[src/rtl/game_pkg.sv]
// Shared definitions for the runner game controller and the sprite stages:
// state encoding, default tuning constants and a small speed helper.
package game_pkg;

   typedef enum logic [1:0] {
      ST_IDLE = 2'd0,
      ST_RUN  = 2'd1,
      ST_HIT  = 2'd2,
      ST_OVER = 2'd3
   } game_state_t;

   localparam int DEF_SCROLL_W      = 32;
   localparam int DEF_START_SPEED   = 3;
   localparam int DEF_MAX_SPEED     = 15;
   localparam int DEF_SPEED_FRAMES  = 600;
   localparam int DEF_HIT_THRESHOLD = 16;
   localparam int DEF_HIT_FRAMES    = 90;

   // Frame counter is shared between the RUN speed-up interval and the HIT timer.
   localparam int FRAME_CNT_W = 16;

   // One speed step, clamped at the ceiling.
   function automatic logic [3:0] speed_step(input logic [3:0] cur, input logic [3:0] ceiling);
      return (cur >= ceiling) ? ceiling : cur + 4'd1;
   endfunction

endpackage

[src/rtl/game_state_ctrl_overlap_counter.sv]
// Per-frame collision pixel counter. Counts cycles where the character and
// the encounter sprite both cover a visible pixel, saturating at the hit
// threshold. The frame tick restarts the count; a pixel in that same cycle
// belongs to the new frame.
module overlap_counter
   import game_pkg::*;
#(
   parameter int HIT_THRESHOLD = DEF_HIT_THRESHOLD
) (
   input  logic clock,
   input  logic reset,
   input  logic i_frame_tick,
   input  logic i_pixel,
   output logic o_hit
);

   localparam int CNT_W = $clog2(HIT_THRESHOLD + 1);
   localparam logic [CNT_W-1:0] THR = CNT_W'(HIT_THRESHOLD);

   logic [CNT_W-1:0] r_count;

   // Saturating overlap count, restarted on every frame tick.
   always_ff @(posedge clock or posedge reset) begin
      // NOTE: sequential state uses <= so every flop samples pre-edge values.
      if (reset) begin
         r_count <= '0;
      end else if (i_frame_tick) begin
         r_count <= i_pixel ? CNT_W'(1) : '0;
      end else if (i_pixel && (r_count != THR)) begin
         r_count <= r_count + CNT_W'(1);
      end
   end

   // Hit is read by the FSM in the tick cycle, i.e. before the restart lands.
   assign o_hit = (r_count == THR);

endmodule

[src/rtl/game_state_ctrl.sv]
// Per-frame game controller: jump key synchroniser, frame tick, collision
// detection, IDLE/RUN/HIT/OVER state machine and the scroll/speed/score path.
module game_state_ctrl
   import game_pkg::*;
#(
   parameter int SCROLL_W      = DEF_SCROLL_W,
   parameter int START_SPEED   = DEF_START_SPEED,
   parameter int MAX_SPEED     = DEF_MAX_SPEED,
   parameter int SPEED_FRAMES  = DEF_SPEED_FRAMES,
   parameter int HIT_THRESHOLD = DEF_HIT_THRESHOLD,
   parameter int HIT_FRAMES    = DEF_HIT_FRAMES
) (
   input  logic                clock,
   input  logic                reset,
   input  logic [11:0]         display_col,
   input  logic [10:0]         display_row,
   input  logic                visible,
   input  logic                char_visible,
   input  logic                enc1_visible,
   input  logic                jump_key,
   output logic [SCROLL_W-1:0] scroll_offset,
   output logic [3:0]          speed,
   output logic [15:0]         score,
   output logic                running,
   output logic                game_over,
   output logic                flash
);

   localparam logic [3:0]             START_SPD  = 4'(START_SPEED);
   localparam logic [3:0]             MAX_SPD    = 4'(MAX_SPEED);
   localparam logic [FRAME_CNT_W-1:0] SPEED_LAST = FRAME_CNT_W'(SPEED_FRAMES - 1);
   localparam logic [FRAME_CNT_W-1:0] HIT_LAST   = FRAME_CNT_W'(HIT_FRAMES - 1);

   logic                   r_key_s1, r_key_s2, r_key_s3;
   logic                   r_frame_tick;
   game_state_t            r_state;
   logic [SCROLL_W-1:0]    r_scroll;
   logic [3:0]             r_speed;
   logic [15:0]            r_score;
   logic [FRAME_CNT_W-1:0] r_frame_cnt;
   logic                   r_running, r_game_over, r_flash;

   logic                   w_key_rise;
   logic                   w_pixel;
   logic                   w_hit;
   game_state_t            w_next_state;
   logic [SCROLL_W-1:0]    w_next_scroll;
   logic [3:0]             w_next_speed;
   logic [15:0]            w_next_score;
   logic [FRAME_CNT_W-1:0] w_next_frame_cnt;

   // Two-flop synchroniser for the raw key plus one flop for edge detection.
   always_ff @(posedge clock or posedge reset) begin
      if (reset) begin
         r_key_s1 <= 1'b0;
         r_key_s2 <= 1'b0;
         r_key_s3 <= 1'b0;
      end else begin
         r_key_s1 <= jump_key;
         r_key_s2 <= r_key_s1;
         r_key_s3 <= r_key_s2;
      end
   end

   assign w_key_rise = r_key_s2 & ~r_key_s3;

   // Frame tick: one cycle after the raster origin is sampled.
   always_ff @(posedge clock or posedge reset) begin
      if (reset) r_frame_tick <= 1'b0;
      else       r_frame_tick <= (display_col == 12'd0) && (display_row == 11'd0);
   end

   assign w_pixel = visible & char_visible & enc1_visible;

   overlap_counter #(
      .HIT_THRESHOLD(HIT_THRESHOLD)
   ) u_overlap (
      .clock       (clock),
      .reset       (reset),
      .i_frame_tick(r_frame_tick),
      .i_pixel     (w_pixel),
      .o_hit       (w_hit)
   );

   // Next state and next scroll/speed/score/frame count.
   always_comb begin
      // NOTE: defaults first so every path assigns every signal and no latch is inferred.
      w_next_state     = r_state;
      w_next_scroll    = r_scroll;
      w_next_speed     = r_speed;
      w_next_score     = r_score;
      w_next_frame_cnt = r_frame_cnt;
      case (r_state)
         ST_IDLE: begin
            if (w_key_rise) begin
               w_next_state     = ST_RUN;
               w_next_speed     = START_SPD;
               w_next_score     = 16'd0;
               w_next_frame_cnt = '0;
            end
         end
         ST_RUN: begin
            if (r_frame_tick) begin
               if (w_hit) begin
                  w_next_state     = ST_HIT;
                  w_next_frame_cnt = '0;
               end else begin
                  w_next_scroll = r_scroll + SCROLL_W'(r_speed);
                  w_next_score  = (r_score == 16'hFFFF) ? r_score : r_score + 16'd1;
                  if (r_frame_cnt == SPEED_LAST) begin
                     w_next_frame_cnt = '0;
                     w_next_speed     = speed_step(r_speed, MAX_SPD);
                  end else begin
                     w_next_frame_cnt = r_frame_cnt + FRAME_CNT_W'(1);
                  end
               end
            end
         end
         ST_HIT: begin
            if (r_frame_tick) begin
               if (r_frame_cnt == HIT_LAST) begin
                  w_next_state     = ST_OVER;
                  w_next_frame_cnt = '0;
               end else begin
                  w_next_frame_cnt = r_frame_cnt + FRAME_CNT_W'(1);
               end
            end
         end
         ST_OVER: begin
            if (w_key_rise) begin
               w_next_state     = ST_IDLE;
               w_next_scroll    = '0;
               w_next_score     = 16'd0;
               w_next_speed     = START_SPD;
               w_next_frame_cnt = '0;
            end
         end
         default: w_next_state = ST_IDLE;
      endcase
   end

   // State and datapath registers.
   always_ff @(posedge clock or posedge reset) begin
      if (reset) begin
         r_state     <= ST_IDLE;
         r_scroll    <= '0;
         r_speed     <= START_SPD;
         r_score     <= 16'd0;
         r_frame_cnt <= '0;
      end else begin
         r_state     <= w_next_state;
         r_scroll    <= w_next_scroll;
         r_speed     <= w_next_speed;
         r_score     <= w_next_score;
         r_frame_cnt <= w_next_frame_cnt;
      end
   end

   // Status flags, registered from the current state.
   always_ff @(posedge clock or posedge reset) begin
      if (reset) begin
         r_running   <= 1'b0;
         r_game_over <= 1'b0;
         r_flash     <= 1'b0;
      end else begin
         r_running   <= (r_state == ST_RUN);
         r_game_over <= (r_state == ST_OVER);
         r_flash     <= (r_state == ST_HIT) && r_frame_cnt[3];
      end
   end

   assign scroll_offset = r_scroll;
   assign speed         = r_speed;
   assign score         = r_score;
   assign running       = r_running;
   assign game_over     = r_game_over;
   assign flash         = r_flash;

endmodule

[config.mk]
export PLATFORM = sky130hd
export DESIGN_NAME = game_state_ctrl
export DESIGN_NICKNAME = d
export VERILOG_FILES = /design/src/rtl/game_pkg.sv /design/src/rtl/game_state_ctrl_overlap_counter.sv /design/src/rtl/game_state_ctrl.sv
export SDC_FILE = /design/constraint.sdc
export NUM_CORES = 1
export LEC_CHECK = 0
export CAP_MARGIN = 0
export CORE_AREA = 2 2 105 107
export CTS_BUF_LIST = sky130_fd_sc_hd__clkbuf_4
export CTS_CLUSTER_SIZE = 25
export DETAILED_ROUTE_END_ITERATION = 6
export DIE_AREA = 0 0 107 109
export GPL_TIMING_DRIVEN = 0
export PLACE_DENSITY = 0.75
export SYNTH_ARGS = -nofsm -noshare
export SYNTH_HDL_FRONTEND = slang
export SYNTH_SLANG_ARGS = --single-unit
[constraint.sdc]
create_clock -name clock -period 2.8 [get_ports clock]
set_input_delay 0.7 -clock clock [delete_from_list [all_inputs] [get_ports clock]]
set_output_delay 0.7 -clock clock [all_outputs]
set_load 0.02 [all_outputs]
==> flow_metrics.tcl <==
set metrics [dict create \
    status "completed" \
    grt_pass1_vias 4074 \
    port_buffers 83 \
    path_buf_inv 1 \
    setup_violations 0 \
    grt_max_degree 43 \
    crit_fanout 9 \
    synth-seq-area-share 0.4431 \
    numClockSinks 82 \
    critPathTopFamily "simple AND/OR/NAND/NOR gates" \
    worst_pin_slew_ps 630.5 \
    numCtsBuffers 9 \
    async_flop_share 1.000 \
    leakagePower_nw 2.446 \
    min_period_ps 2547 \
    ys.flop_type "dfrtp_1" \
    drt_pass1_iterations 5 \
    worst_setup_path_start_kind "flop" \
    worstPathArrival_ps 2920 \
    ff_latch_area_um2 2054 \
    clk_pin_slew_worst_paths_ps 130 \
    ff2ff_path_depth 8 \
    relSlewSlack 0.5787 \
    finalPower_mw 4.567 \
    drc 0 \
    slowest_delay_ps 620 \
    first_iter_violations 281 \
    min_path_type "flop to flop" \
    synth_nets 550 \
    drive_gt1_frac 0.06732 \
    rsz0062_at_grt "no" \
    fin_nets 648 \
    placement_rows 38 \
    dieWidth_um 107 \
    start_util 0.4373 \
    antenna_cells 0 \
    crit_chain "ha_1 -> inv_1 -> fa_1 -> nor2b_1 -> o31a_2 -> nand4_4 -> or3_1 -> a21oi_1" \
    slew_viol_final 0 \
    cts_max_path_buffers 2 \
    gp_congestion 0.8699 \
    io_pins 84 \
    yosysWarnings 0 \
    num_vias 4318 \
    track_usage 0.2020 \
    finalNonFillerCells 749 \
    slowest_stage "dfstp_2" \
    synth.avg_cell_area_um2 9.164 \
    hold_depth 0 \
    synthesis.area_um2 4637 \
    dp.cells 731 \
    end_kind "flop" \
    area_growth_pct 26.79 \
    crit_cells 8 \
    required_ps 3170 \
    drt-vias-per-instance 5.765 \
    cap_violations 0 \
    ys_types 65 \
    cts_tree "yes" \
    detailed_place_hpwl_um 8151 \
    die_area_um2 11660 \
    final_common_cell "clkdlybuf4s50_1" \
    fillerInstances 944 \
    wire_per_inst_um 14.97 \
    hold_viol_final 0 \
    gr-total-overflow 0 \
    critPathKind "flop to flop" \
    worst_skew_pair.late_latency_ps 450 \
    synth_edf_count 0 \
    power_density_nw_per_um2 776.7 \
    clockRootBuffer "clkbuf_4" \
    finClkSkew_ps 17.27 \
    multi_input_area_um2 2442 \
    syn_inst 506 \
    coreArea_um2 10600 \
    fmax_mhz 392.7 \
    ir_drop_v 0.0004995 \
    r2r_slack_ps 250 \
    final_cell_mix "clkdlybuf4s50_1 (83), dfrtp_1 (80), nand2_1 (62), nor2_1 (39), o21ai_0 (34)" \
    postRouteAntennaNets 0 \
    fin_crit_sh 0.9095 \
    grt_pass1_wl_um 18980 \
    die_h_um 109 \
    totalWireLength_um 11210 \
    antenna_found_initial 0 \
    synth-seq-cells 82 \
    h-tree-depth 3 \
]
-- report_power, final --
group	internal, mW	switching [mW]	leakage (nW)	total, mW
clock	0.366	0.425	0.0838	0.791
sequential	1.37	0.241	1.09	1.61
combinational	0.836	1.33	1.27	2.16
total	2.58	1.99	2.45	4.57
-- routing by layer --
metal,vias up,GRT usage,routed length [um]
li1,2061,-,-
met1,2144,0.2688,5178
met5,-,0,0
met4,0,0.06215,145
met3,12,0.04363,486
met2,101,0.3321,5401
-- cell type report --
type                    count  area share
clock buffers              10     0.01277
plain buffers              17     0.01341
well taps                 140     0.02979
flip-flops and latches     82      0.3494
repair buffers             88      0.1519
multi-input cells         386      0.4154
inverters                  20     0.01341
clock inverters             6     0.01383
-- stage by stage --
| step | TNS, ps | instance area [um^2] | hold WS, ps | setup WS, ps | util |
|---|---|---|---|---|---|
| finish | 0 | 5879 | 389.2 | 253.4 | 0.5545 |
| global route | 0 | 5879 | 397.9 | 27.53 | 0.5545 |
| CTS | 0 | 5839 | 386.7 | 3.365 | 0.5507 |
| detailed placement | -228.7 | 5687 | 357.0 | -72.12 | 0.5363 |
| global placement | -65.45 | 5647 | 353.3 | -19.98 | 0.5326 |
| floorplan | 0 | 4641 | 331.2 | 270.4 | - |
-- worst paths after layout --
| check | endpoint | start |
|---|---|---|
| max | scroll_offset[24]$_DFFE_PP0P_ | speed[0]$_DFFE_PP1P_ |
| min | r_key_s2$_DFF_PP0_ | r_key_s1$_DFF_PP0_ |
| max reg2reg | scroll_offset[24]$_DFFE_PP0P_ | speed[0]$_DFFE_PP1P_ |
| min reg2reg | r_key_s2$_DFF_PP0_ | r_key_s1$_DFF_PP0_ |
| max in group asynchronous | r_frame_cnt[8]$_DFFE_PP0P_ | reset |
| min in group asynchronous | scroll_offset[18]$_DFFE_PP0P_ | reset |
-- cells in the mapped netlist (all sizes together) (2+ instances only) --
master / count / area [um^2]
and3: 8 / 50.05
nand3: 23 / 115.1
and4: 6 / 52.55
and4b: 2 / 20.02
a31oi: 2 / 12.51
o311ai: 2 / 17.52
o41ai: 3 / 26.28
or3: 13 / 81.33
or2: 2 / 12.51
dfstp: 2 / 52.55
dfrtp: 80 / 2002
o22ai: 3 / 18.77
buf: 8 / 43.79
o21ai: 34 / 170.2
a21oi: 19 / 95.09
nand4: 24 / 156.4
nor4bb: 2 / 20.02
mux2i: 9 / 90.09
a211oi: 4 / 35.03
xor2: 12 / 105.1
nor3: 11 / 55.05
clkbuf: 10 / 37.54
a41oi: 2 / 17.52
nor2b: 6 / 37.54
xnor2: 7 / 61.31
nor2: 40 / 152.6
a22o: 8 / 70.07
inv: 19 / 71.31
nor4: 14 / 87.58
ha: 14 / 175.2
o221ai: 4 / 35.03
nand2b: 7 / 43.79
o31ai: 2 / 15.01
or4: 3 / 26.27
a21o: 6 / 45.04
nand2: 62 / 232.7
nand3b: 4 / 30.03
and2: 7 / 43.79
o21a: 4 / 37.53
a311o: 2 / 20.02
-- registers in the layout, indices dropped and copies added (netlist names), 2 cells and up --
| register | cells |
|---|---|
| r_state | 2 |
| scroll_offset | 32 |
| r_frame_cnt | 16 |
| score | 16 |
| speed | 4 |
| u_overlap.r_count | 5 |
-- repair_timing --
action                     4_1_cts  5_1_grt
resized for setup                0        5
setup endpoints to repair        4       21
pin swaps                        0        1
setup buffers                    0        3
hold buffers                     0        0
-- kinds of logic after synthesis --
kind of cell,count (synthesis),share of synthesized area
fa+ha+maj,15,0.04209
simple gates,236,0.2663
mux,9,0.01943
xor+xnor,19,0.03589
flops,82,0.4431
compound gates,107,0.1595
buf+inv,38,0.03373
(Power assumes the default switching activity.)
